<file path="config.mk">
export PLATFORM = sky130hd
export DESIGN_NAME = jtdsp16_do_loop
export DESIGN_NICKNAME = d
export VERILOG_FILES = /design/src/rtl/jtdsp16_do_loop.sv
export SDC_FILE = /design/constraint.sdc
export NUM_CORES = 1
export LEC_CHECK = 0
export CORE_MARGIN = 2
export CORE_UTILIZATION = 26
export CTS_BUF_LIST = sky130_fd_sc_hd__clkbuf_8
export DETAILED_ROUTE_END_ITERATION = 10
export PLACE_DENSITY = 0.52
export SYNTH_ARGS = -nofsm -noshare
export SYNTH_HDL_FRONTEND = slang
export SYNTH_SLANG_ARGS = --single-unit
</file>
<file path="constraint.sdc">
create_clock -name clk -period 3.7 [get_ports clk]
set_input_delay 0.925 -clock clk [delete_from_list [all_inputs] [get_ports clk]]
set_output_delay 0.925 -clock clk [all_outputs]
set_load 0.01 [all_outputs]
</file>
<file path="src/rtl/jtdsp16_do_loop.sv">
// ---------------------------------------------------------------------------
// jtdsp16_do_loop
//
// Zero-overhead "do" loop controller with a 15-word instruction cache.
//
// A do instruction (NI != 0) streams the loop body from ROM once. Each word
// the decoder accepts is captured into the cache as it goes by. Every later
// pass is replayed from the cache with the program counter held still.
// A redo instruction (NI == 0) replays the body already held in the cache.
// Loops never nest: a do/redo that arrives while a loop runs is dropped.
//
// Optional feature macro:
//   JTDSP16_REDO_EN  defined   -> redo (NI == 0) replays a valid cache
//                    undefined -> NI == 0 is always ignored and the
//                                 cache-valid tracking is not built
//
// Ports
//   rst         in   async active-high reset
//   clk         in   clock
//   cen         in   clock enable; state only moves when cen = 1
//   do_start    in   one-cycle pulse: do/redo instruction issued
//   do_data     in   [10:7] NI body length (0 = redo), [6:0] K pass count
//   inst_en     in   decoder accepts one instruction word this cycle
//   rom_dout    in   instruction word fetched from ROM
//   cache_dout  out  cache word at the current index (0 unless replaying)
//   up_xcache   out  instruction source is the cache, not ROM
//   pc_hold     out  program counter must not advance
//   irq_mask    out  interrupts blocked while a loop is active
//   loop_cnt    out  passes remaining including the current one (0 idle)
//   busy        out  a loop is active
// ---------------------------------------------------------------------------
module jtdsp16_do_loop (
  input  logic        rst,
  input  logic        clk,
  input  logic        cen,
  input  logic        do_start,
  input  logic [10:0] do_data,
  input  logic        inst_en,
  input  logic [15:0] rom_dout,
  output logic [15:0] cache_dout,
  output logic        up_xcache,
  output logic        pc_hold,
  output logic        irq_mask,
  output logic [6:0]  loop_cnt,
  output logic        busy
);

  typedef enum logic [1:0] {
    ST_IDLE   = 2'd0,
    ST_FILL   = 2'd1,
    ST_REPEAT = 2'd2
  } state_t;

  localparam int CACHE_DEPTH = 15;

  state_t      state_q, state_d;
  logic [3:0]  idx_q,   idx_d;
  logic [3:0]  ni_q,    ni_d;
  logic [6:0]  rem_q,   rem_d;
`ifdef JTDSP16_REDO_EN
  logic        cache_valid_q, cache_valid_d;
`endif

  // Loop body storage. Deliberately not reset: it is only read while
  // replaying, and replay is only reachable after a complete fill.
  logic [15:0] cache_mem [0:CACHE_DEPTH-1];

  // Qualified events: nothing happens on a cycle without cen.
  logic        do_fire;
  logic        step;
  logic [3:0]  req_ni;
  logic [6:0]  req_passes;
  logic        last_word;
  logic        cache_we;

  assign do_fire    = cen & do_start;
  assign step       = cen & inst_en;
  assign req_ni     = do_data[10:7];
  // K = 0 is treated as a single pass.
  assign req_passes = (do_data[6:0] == 7'd0) ? 7'd1 : do_data[6:0];
  // Word at idx is the final one of the body.
  assign last_word  = (idx_q == (ni_q - 4'd1));
  assign cache_we   = (state_q == ST_FILL) & step;

  // -------------------------------------------------------------------------
  // Next-state logic
  // -------------------------------------------------------------------------
  always_comb begin
    state_d = state_q;
    idx_d   = idx_q;
    ni_d    = ni_q;
    rem_d   = rem_q;
`ifdef JTDSP16_REDO_EN
    cache_valid_d = cache_valid_q;
`endif

    case (state_q)
      ST_IDLE: begin
        // inst_en is ignored here; a simultaneous do_start wins.
        if (do_fire) begin
          if (req_ni != 4'd0) begin
            ni_d    = req_ni;
            rem_d   = req_passes;
            idx_d   = 4'd0;
            state_d = ST_FILL;
`ifdef JTDSP16_REDO_EN
            // Cache is being overwritten; it is unusable until fill ends.
            cache_valid_d = 1'b0;
`endif
          end
`ifdef JTDSP16_REDO_EN
          else if (cache_valid_q) begin
            // Redo: replay the stored body, ni is kept from the last do.
            rem_d   = req_passes;
            idx_d   = 4'd0;
            state_d = ST_REPEAT;
          end
`endif
        end
      end

      ST_FILL: begin
        if (step) begin
          if (last_word) begin
`ifdef JTDSP16_REDO_EN
            cache_valid_d = 1'b1;
`endif
            idx_d = 4'd0;
            if (rem_q == 7'd1) begin
              rem_d   = 7'd0;
              state_d = ST_IDLE;
            end else begin
              rem_d   = rem_q - 7'd1;
              state_d = ST_REPEAT;
            end
          end else begin
            idx_d = idx_q + 4'd1;
          end
        end
      end

      ST_REPEAT: begin
        if (step) begin
          if (last_word) begin
            idx_d = 4'd0;
            if (rem_q == 7'd1) begin
              rem_d   = 7'd0;
              state_d = ST_IDLE;
            end else begin
              rem_d = rem_q - 7'd1;
            end
          end else begin
            idx_d = idx_q + 4'd1;
          end
        end
      end

      default: begin
        state_d = ST_IDLE;
        idx_d   = 4'd0;
        rem_d   = 7'd0;
      end
    endcase
  end

  // -------------------------------------------------------------------------
  // State registers
  // -------------------------------------------------------------------------
  always_ff @(posedge clk or posedge rst) begin
    if (rst) begin
      state_q <= ST_IDLE;
      idx_q   <= 4'd0;
      ni_q    <= 4'd0;
      rem_q   <= 7'd0;
`ifdef JTDSP16_REDO_EN
      cache_valid_q <= 1'b0;
`endif
    end else begin
      state_q <= state_d;
      idx_q   <= idx_d;
      ni_q    <= ni_d;
      rem_q   <= rem_d;
`ifdef JTDSP16_REDO_EN
      cache_valid_q <= cache_valid_d;
`endif
    end
  end

  // Capture ROM words as they pass during the first (fill) pass.
  always_ff @(posedge clk) begin
    if (cache_we) begin
      cache_mem[idx_q] <= rom_dout;
    end
  end

  // -------------------------------------------------------------------------
  // Outputs: all decoded from registers so an asynchronous reset clears
  // them in the same cycle.
  // -------------------------------------------------------------------------
  assign busy       = (state_q != ST_IDLE);
  assign irq_mask   = busy;
  assign up_xcache  = (state_q == ST_REPEAT);
  // PC is held for the whole replay and released on the edge that ends it.
  assign pc_hold    = (state_q == ST_REPEAT);
  assign loop_cnt   = busy ? rem_q : 7'd0;
  // Combinational read; idx stays below ni (<= 15) so it is always in range
  // while replaying.
  assign cache_dout = (state_q == ST_REPEAT) ? cache_mem[idx_q] : 16'd0;

endmodule

</file>
==> metrics.txt <==
Layout area overhead 24.1%; final core occ 0.325; Die ar. 42500 µm²; share of layout cells above drive strength 1 0.289; required time of the critical path 2.77 ns; type of origin of the critical path flop; Worst Setup End Kind output pin; Initial Utilization 0.262; Synth top area share 0.679; critical path class flop to output pin; Max-slew headroom 0.492; post-layout min period about 3.6 ns; Final Skew a little over 0.05 ns; pwr/cell area 616 nW/µm²; ANT cells 0; Cell Area, Synth 10600 µm²; wire per inst 20.4 µm; Psw 2.40 mW; syn_area_per_cell 18.6 µm²; Syn Inst Count 571; Logic pwr share 0.286; Sequential Power Share 0.425; clk_lat worst skew 0.57 ns; fillcell total 3983; static leakage 4.41 nW; top cells by area, synth edfxtp_1 68%, mux4_2 13%, dfrtp_1 4.0%; unrepaired setup endpoints after global routing true; Port Buffers 58; Max Slew Vio Count 0; WP data arrival 2.69 ns; clock transition at the registers of the reported paths 0.06 ns; Floorplan Core Area 40600 µm²; Max Root-Sink Buffers 3; H-Tree Level Count 2; DRC viols 0; DR pass1 iterations 5; Final Cycle Share 0.977; first-pass GRT wire length between 30000 and 40000 µm; initial antenna violation count 0; most frequent cells after synthesis 240 x edfxtp_1, 59 x mux4_2, 39 x nand2_1; Post-DP HPWL 15400 µm; number of clock sinks between 200 and 300; Post-synth EDFFs 240; Final setup viols 0; post-DR vias/cell 4.52; clock share of power 0.289; chip height 206 µm; outcome finished clean; CTS tree done; # rows between 70 and 80; #FFs+latches synth ~260; CP Launch Point idx_q[0]; Slew @ Worst Pin about 0.76 ns; Synth cell types 53; hold wc startpoint rem_q[1]; total power ~8.1 mW; CTS Root Buffer Type clkbuf_8; syn nets 614; Yosys top cell by area edfxtp_1; Initial DRC Count 432; DIE WIDTH 206 µm; main flop type after synthesis edfxtp_1; Tot GR Track Use 0.122; switching share of power 0.296; CP max FO 7; fin nets 750; Max Cap Violations 0; count leader, synth edfxtp_1; gpl congestion ~0.76; final WL 25900 µm; peak supply drop 243 µV; R2R Path Start state_q[0]; worst hold path type flop to flop; IO Pins 59; number of global-route vias before repair roughly 5900; CTS buffer count 44; Pint about 5.7 mW; Post-synth ARST share 0.0661; DR vias 5740; Seq/Total Area, Yosys 0.719; synth warn 0; largest net degree at the start of global routing 27; Final ANT Viol Nets 0; Hold Vio Cnt, Final 0; f_max around 0.28 GHz; Congestion Overflow GR 0
[power groups by stage]
stage / combinational, mW / clock [mW] / sequential [mW]
after CTS: 2.28 / 2.43 / 3.45
after global placement: 2.10 / 0 / 3.54
after global routing: 2.53 / 2.56 / 3.47
after detailed placement: 2.12 / 0 / 3.54
final: 2.32 / 2.34 / 3.45
after floorplan: 1.54 / 0 / 3.42
[cells by family after synthesis]
family          Yosys count  synth area share
simple gates            105            0.0465
fa+ha+maj                11            0.0130
buf+inv                  43            0.0207
flops                   257             0.719
compound gates           59            0.0396
mux                      90             0.155
xor+xnor                  6           0.00624
[repair_timing]
action / in CTS / in global routing
buffers inserted: 15 / 4
cloned: 1 / 1
hold buffers: 0 / 0
setup endpoints to repair: 16 / 10
resized for setup: 26 / 15
pin swaps: 0 / 0
[layout by cell type, fill, tap and decap left out, drive strengths merged, types with 4 or more instances in the layout]
master and instances:
a21oi 4, and2 11, buf 61, clkbuf 45, clkdlybuf4s15 4, clkdlybuf4s50 42, clkinv 17, dfrtp 17
dlygate4sd2 10, edfxtp 240, ha 11, inv 27, mux2 9, mux2i 22, mux4 59, nand2 39
nand3 10, nor2 22, nor2b 4, nor3 6, nor4 5, o211a 5, o21ai 24, o31ai 4
[path summary, 6_finish.rpt]
check / to / slack, ns / cells after the start
min in group asynchronous: idx_q[3] / 0.79 / 2
worst max-delay path: cache_dout[1] / 0.08 / 6
worst max register to register: rem_q[5] / 0.94 / 7
worst min-delay path: rem_q[1] / 0.53 / 2
worst min register to register: rem_q[1] / 0.53 / 2
max in group asynchronous: idx_q[0] / 2.31 / 2
[layer usage]
layer  GRT usage  share of wire  wire (µm)  vias to the layer above
li1            -              -          -                     2574
met1       0.168           0.46      11800                     2958
met2       0.194           0.47      12200                      169
met3      0.0265          0.057       1470                       39
met4      0.0352          0.018        454                        0
met5           0              0          0                        -
[per-stage QoR]
stage          hold WS [ns]  area, µm²  TNS (ns)  instances  setup WS (ns)
2_1_floorplan         0.471      10600         0        571          0.662
3_3_place_gp          0.517      12200         0       1172          0.232
3_5_place_dp          0.522      12200         0       1172          0.218
4_1_cts               0.530      13100   -0.0308       1265        -0.0308
5_1_grt               0.573      13200  -0.00332       1270       -0.00213
6_report              0.531      13200         0       1270         0.0839
[cell type report]
type	count	area, µm²	area share
inverters	14	52.6	0.00399
multi-input cells	271	2830	0.215
flip-flops and latches	257	7640	0.580
clock inverters	33	185	0.0140
clock buffers	44	606	0.0459
repair buffers	119	1200	0.0911
well taps	532	666	0.0505
[critical path, cell delays in order, from the launching register on]
cell           delay [ns]
dfrtp_4              0.44
buf_6                0.17
buf_4                0.14
mux4_2               0.49
mux4_2               0.48
and2_1               0.17
dlygate4sd2_1        0.27
[sequential cells by signal (all words and copies together) (netlist names)]
signal / count
cache_mem: 240
idx_q: 4
ni_q: 4
rem_q: 7
state_q: 2
No activity file was read; power rests on OpenSTA's default activity.
